==> src/rtl/fetch_decode_reg.sv <==
// fetch_decode_reg: Fetch->Decode pipeline register with a one-entry skid
// buffer. The skid catches the word that the 1-cycle-latency IMEM returns
// while Decode is stalled, so nothing is lost when the stall releases.
// Saturating stall/flush/bubble counters are exposed for hazard-unit debug.
module fetch_decode_reg #(
   parameter logic [31:0] NOP   = 32'h00000013,
   parameter int          CNT_W = 16
) (
   input  logic             clk,
   input  logic             rst_n,
   input  logic             StallD,
   input  logic             FlushD,
   input  logic [31:0]      InstrF,
   input  logic [31:0]      PCF,
   input  logic [31:0]      PCPlus4F,
   input  logic             ValidF,
   output logic             ReadyF,
   output logic [31:0]      InstrD,
   output logic [31:0]      PCD,
   output logic [31:0]      PCPlus4D,
   output logic             ValidD,
   output logic [CNT_W-1:0] StallCnt,
   output logic [CNT_W-1:0] FlushCnt,
   output logic [CNT_W-1:0] BubbleCnt
);

   localparam logic [CNT_W-1:0] CNT_ONE = CNT_W'(1);

   // Decode register
   logic [31:0]      instr_q, instr_d;
   logic [31:0]      pc_q, pc_d;
   logic [31:0]      pc4_q, pc4_d;
   logic             valid_q, valid_d;

   // Skid entry (contents meaningless while sk_full_q is low)
   logic [31:0]      sk_instr_q, sk_instr_d;
   logic [31:0]      sk_pc_q, sk_pc_d;
   logic [31:0]      sk_pc4_q, sk_pc4_d;
   logic             sk_full_q, sk_full_d;

   // Debug counters
   logic [CNT_W-1:0] stall_cnt_q, stall_cnt_d;
   logic [CNT_W-1:0] flush_cnt_q, flush_cnt_d;
   logic [CNT_W-1:0] bubble_cnt_q, bubble_cnt_d;

   // Decoded cycle type
   logic             is_flush;
   logic             is_stall;
   logic             is_advance;
   logic             load_bubble;

   // ReadyF must not look at ValidF, otherwise fetch and this block could
   // form a combinational loop through the valid/ready handshake.
   assign ReadyF = FlushD | ~StallD | ~sk_full_q;

   // Classify the current cycle; flush outranks stall.
   always_comb begin
      is_flush    = FlushD;
      is_stall    = ~FlushD & StallD;
      is_advance  = ~FlushD & ~StallD;
      load_bubble = is_advance & ~sk_full_q & ~ValidF;
   end

   // Next state of the Decode register and the skid entry.
   always_comb begin
      instr_d    = instr_q;
      pc_d       = pc_q;
      pc4_d      = pc4_q;
      valid_d    = valid_q;
      sk_instr_d = sk_instr_q;
      sk_pc_d    = sk_pc_q;
      sk_pc4_d   = sk_pc4_q;
      sk_full_d  = sk_full_q;

      if (is_flush) begin
         instr_d   = NOP;
         pc_d      = '0;
         pc4_d     = '0;
         valid_d   = 1'b0;
         sk_full_d = 1'b0;
      end else if (is_stall) begin
         // Decode holds; an empty skid absorbs the word IMEM just returned.
         if (!sk_full_q && ValidF) begin
            sk_instr_d = InstrF;
            sk_pc_d    = PCF;
            sk_pc4_d   = PCPlus4F;
            sk_full_d  = 1'b1;
         end
      end else if (sk_full_q) begin
         // Older word lives in the skid, so it goes to Decode first and the
         // incoming word takes its place to preserve program order.
         instr_d = sk_instr_q;
         pc_d    = sk_pc_q;
         pc4_d   = sk_pc4_q;
         valid_d = 1'b1;
         if (ValidF) begin
            sk_instr_d = InstrF;
            sk_pc_d    = PCF;
            sk_pc4_d   = PCPlus4F;
         end else begin
            sk_full_d  = 1'b0;
         end
      end else if (ValidF) begin
         instr_d = InstrF;
         pc_d    = PCF;
         pc4_d   = PCPlus4F;
         valid_d = 1'b1;
      end else begin
         instr_d = NOP;
         pc_d    = '0;
         pc4_d   = '0;
         valid_d = 1'b0;
      end
   end

   // Saturating event counters: stop at all-ones rather than wrap.
   always_comb begin
      stall_cnt_d  = stall_cnt_q;
      flush_cnt_d  = flush_cnt_q;
      bubble_cnt_d = bubble_cnt_q;
      if (is_stall && !(&stall_cnt_q)) begin
         stall_cnt_d = stall_cnt_q + CNT_ONE;
      end
      if (is_flush && !(&flush_cnt_q)) begin
         flush_cnt_d = flush_cnt_q + CNT_ONE;
      end
      if (load_bubble && !(&bubble_cnt_q)) begin
         bubble_cnt_d = bubble_cnt_q + CNT_ONE;
      end
   end

   // State registers; reset puts a NOP bubble in Decode and empties the skid.
   always_ff @(posedge clk or negedge rst_n) begin
      if (!rst_n) begin
         instr_q      <= NOP;
         pc_q         <= '0;
         pc4_q        <= '0;
         valid_q      <= 1'b0;
         sk_instr_q   <= '0;
         sk_pc_q      <= '0;
         sk_pc4_q     <= '0;
         sk_full_q    <= 1'b0;
         stall_cnt_q  <= '0;
         flush_cnt_q  <= '0;
         bubble_cnt_q <= '0;
      end else begin
         instr_q      <= instr_d;
         pc_q         <= pc_d;
         pc4_q        <= pc4_d;
         valid_q      <= valid_d;
         sk_instr_q   <= sk_instr_d;
         sk_pc_q      <= sk_pc_d;
         sk_pc4_q     <= sk_pc4_d;
         sk_full_q    <= sk_full_d;
         stall_cnt_q  <= stall_cnt_d;
         flush_cnt_q  <= flush_cnt_d;
         bubble_cnt_q <= bubble_cnt_d;
      end
   end

   // Output drive straight from the registers.
   always_comb begin
      InstrD    = instr_q;
      PCD       = pc_q;
      PCPlus4D  = pc4_q;
      ValidD    = valid_q;
      StallCnt  = stall_cnt_q;
      FlushCnt  = flush_cnt_q;
      BubbleCnt = bubble_cnt_q;
   end

endmodule

==> config.mk <==
export PLATFORM = sky130hd
export DESIGN_NAME = fetch_decode_reg
export DESIGN_NICKNAME = d
export VERILOG_FILES = /design/src/rtl/fetch_decode_reg.sv
export SDC_FILE = /design/constraint.sdc
export NUM_CORES = 1
export LEC_CHECK = 0
export BUFFER_PORTS_ARGS = -buffer_cell sky130_fd_sc_hd__clkbuf_2
export CORE_MARGIN = 2
export CORE_UTILIZATION = 45
export DETAILED_ROUTE_END_ITERATION = 10
export PLACE_DENSITY = 0.69
export SLEW_MARGIN = 30
export SYNTH_ARGS = -nofsm -noshare
export SYNTH_HDL_FRONTEND = slang
export SYNTH_SLANG_ARGS = --single-unit
==> constraint.sdc <==
create_clock -name clk -period 2.25 [get_ports clk]
set_input_delay 0.45 -clock clk [delete_from_list [all_inputs] [get_ports clk]]
set_output_delay 0.45 -clock clk [all_outputs]
set_load 0.05 [all_outputs]
==> metrics.yaml <==
power_frac_comb: 0.211
crit_chain: "buf_8, nand2_1, clkbuf_2"
fin_ws_ps: 149.6
drv_cap: 0
dr.pass1.iters: 5
max_freq_mhz: 476.1
outcome: "finished clean"
pwr_density_cell_nw_per_um2: 990.5
ys_seq_area_frac: 0.5761
finalSetupTns_ps: 0
vdd_drop_max_uv: 643.4
antenna_found_initial: 1
worst-path-buf-inv: 2
critPathMaxStageDelay_ps: 440
arrival_ps: 1650
synthTopCellsByArea: "dfrtp_1 (57%), mux2_2 (11%), a221oi_1 (7.7%), nor2b_1 (5.6%), nor3_1 (4.9%)"
hold_violations: 0
clkPwrFrac: 0.364
cp_max_fo: 56
clock_skew_ps: 5.799
fill_cells: 1915
root_buffer: "clkbuf_16"
drive_above_1_share: 0.3843
power_leakage_uw: 0.006222
synth_top_area_share: 0.5686
yosys_most_used_dff: "dfrtp_1"
post-route-drc-count: 0
switching_share: 0.3146
ys_types: 39
hold_path.class: "in2reg"
rsz0062_at_grt: "no"
syn_area_um2: 10520
post_cts_buffers: 0
synth_seq_cells: 242
async_reset_ff_frac: 1.000
intPower_uw: 9029
syn_avg_cell_area_um2: 12.06
regToRegSetupSlack_ps: 150
numCtsBuffers: 28
critPathSlowestCell: "dfrtp_4"
synth_nets: 976
grt_overflow: 0
ant_nets: 0
grt_pass1_wl_mm: 42.50
wl_per_cell_um: 18.14
max_slew_margin: 0.4500
regArea_um2: 6063
clock_path_buffers: 3
nNetsFinal: 1214
worstMarginPinSlew_ps: 825.0
io_buffers: 246
wl_mm: 26.23
setup-violations-final: 0
grt_pass1_vias: 8070
drtIter0Drc: 500
synth_edf_count: 0
die_w_um: 156.9
multiInputGateArea_um2: 4203
cp-end-kind: "output port"
critical_path_class: "reg2out"
cts_tree: "done"
vias_per_cell: 5.530
htreeDepth: 1
fin_crit_ps: 2100
grt_max_degree: 112
synth_cells: 872
clk_latency_ps: 530
period_share: 0.9335
p_sw_uw: 4145
clk_pin_slew_ps: 60
dpl_worst_slack_ps: 32.13
dr_total_vias: 7997
synth_top_area_cell: "dfrtp_1"
ys_warn_count: 0
cts.sinks: 242
area_growth_pct: 26.43
ios: 247
worstPathRequired_ps: 1800
p_seq_frac: 0.425
die_area_um2: 24610
dp_hpwl_mm: 16.72
cpLargestDelayFamily: "buffers and inverters"
rows: 55
cp-start-kind: "register"
place.gp.congestion: 0.8553
grt_util_all_layers: 0.2137
design.core.area_um2: 22780
die_h_um: 156.9
slew_violations: 0
start_util: 0.4618
[metrics by stage]
stage,instance area (um^2),hold WS [ps],power (uW),instances,utilization
6_report,13300,166.6,13170,1446,0.5839
5_1_grt,13300,147.5,13790,1446,0.5839
4_1_cts,13290,142.4,13330,1445,0.5836
3_5_place_dp,12280,430.7,8458,1392,0.5391
3_3_place_gp,12280,437.1,8372,1392,0.5391
2_1_floorplan,10520,154.4,7569,872,-
[final timing paths]
kind,startpoint,endpoint,cells after the start
setup / recovery,sk_full_q$_DFFE_PN0P_,ReadyF,3
hold / removal,PCPlus4F[19],sk_pc4_q[19]$_DFFE_PN0P_,2
setup reg to reg,sk_full_q$_DFFE_PN0P_,BubbleCnt[15]$_DFFE_PN0P_,4
hold reg to reg,sk_pc_q[19]$_DFFE_PN0P_,sk_pc_q[19]$_DFFE_PN0P_,1
max in group asynchronous,rst_n,FlushCnt[10]$_DFFE_PN0P_,3
min in group asynchronous,rst_n,BubbleCnt[7]$_DFFE_PN0P_,2
[final cells by class]
cell class | count | area share
Clock inverter | 15 | 0.01383
Tap cell | 313 | 0.02945
Multi-Input combinational cell | 560 | 0.3160
Inverter | 3 | 0.0008467
Clock buffer | 37 | 0.06134
Timing Repair Buffer | 275 | 0.1224
Antenna cell | 1 | 0.0001882
Sequential cell | 242 | 0.4559
[synthesized netlist by cell type (2+ instances only)]
cell type and count:
nor4b_1 3, a221oi_1 92, dfstp_2 3, a21oi_1 4
nor2_1 20, nor4_1 11, buf_1 7, and3_1 4
nor2b_1 94, o21ai_0 3, and4_1 3, o22ai_1 3
nor4b_2 2, xnor2_1 13, nand3_1 13, nand2_1 18
nor3b_1 3, nand4_1 19, nand2b_1 2, ha_1 3
a211o_1 3, xor2_1 31, mux2_2 101, inv_1 3
clkbuf_1 59, nand3b_1 2, dfrtp_1 239, nor3_1 103
[sequential cells by signal (all words and copies together) (netlist names)]
name and count:
BubbleCnt 16, sk_pc4_q 32, sk_pc_q 32, InstrD 32
PCPlus4D 32, sk_full_q 1, sk_instr_q 32, ValidD 1
StallCnt 16, FlushCnt 16, PCD 32
[power groups by stage]
stage | Combinational [uW] | Clock [uW] | Sequential [uW]
6_report | 2780 | 4800 | 5590
2_1_floorplan | 1070 | 0 | 6500
3_3_place_gp | 2750 | 0 | 5620
3_5_place_dp | 2800 | 0 | 5660
5_1_grt | 3000 | 5110 | 5680
4_1_cts | 2810 | 4930 | 5580
[layer usage]
layer,vias up,track usage,share of wire
li1,3710,-,-
met1,3978,0.2931,0.43
met2,274,0.3304,0.46
met3,35,0.06801,0.095
met4,0,0.05286,0.018
met5,-,0.008282,0
[worst register-to-register path, stage by stage, from the launching register on]
cell	delay, ps
dfrtp_4	500
or4_1	580
or4_4	530
nor4b_2	250
xor2_1	160
[cells by family (layout without fill, tap and decap cells)]
family,Yosys count,count (layout),share of synthesized area
other,0,1,0
adders and majority gates,3,3,0.003569
AOI/OAI and AO/OA,108,108,0.08660
xor gates and xnor gates,44,44,0.03664
buffers and inverters,70,330,0.02510
muxes,101,101,0.1081
and+or+nand+nor,304,304,0.1639
DFF,242,242,0.5761
[cell usage in the layout (no fill, tap or decap), types with 3 or more instances in the layout]
cell       count
clkbuf_2     243
dfrtp_1      238
nor3_1       103
mux2_2       101
nor2b_1       93
a221oi_1      92
xor2_1        31
clkbuf_16     29
nor2_1        20
nand4_1       19
nand2_1       18
buf_4         16
nand3_1       13
xnor2_1       13
buf_12        12
nor4_1        11
clkinv_2       8
clkbuf_8       6
a21oi_1        4
and3_1         4
bufinv_16      4
dfstp_2        3
and4_1         3
nor3b_1        3
o21ai_0        3
inv_1          3
nor4b_1        3
o22ai_1        3
a211o_1        3
ha_1           3
[what timing repair did]
item,in CTS,in global routing
hold endpoints to repair,54,0
resized for setup,1,2
endpoints found under the setup margin,1,1
hold buffers,1,0
gates cloned,0,0
No activity file was read; power rests on OpenSTA's default activity.
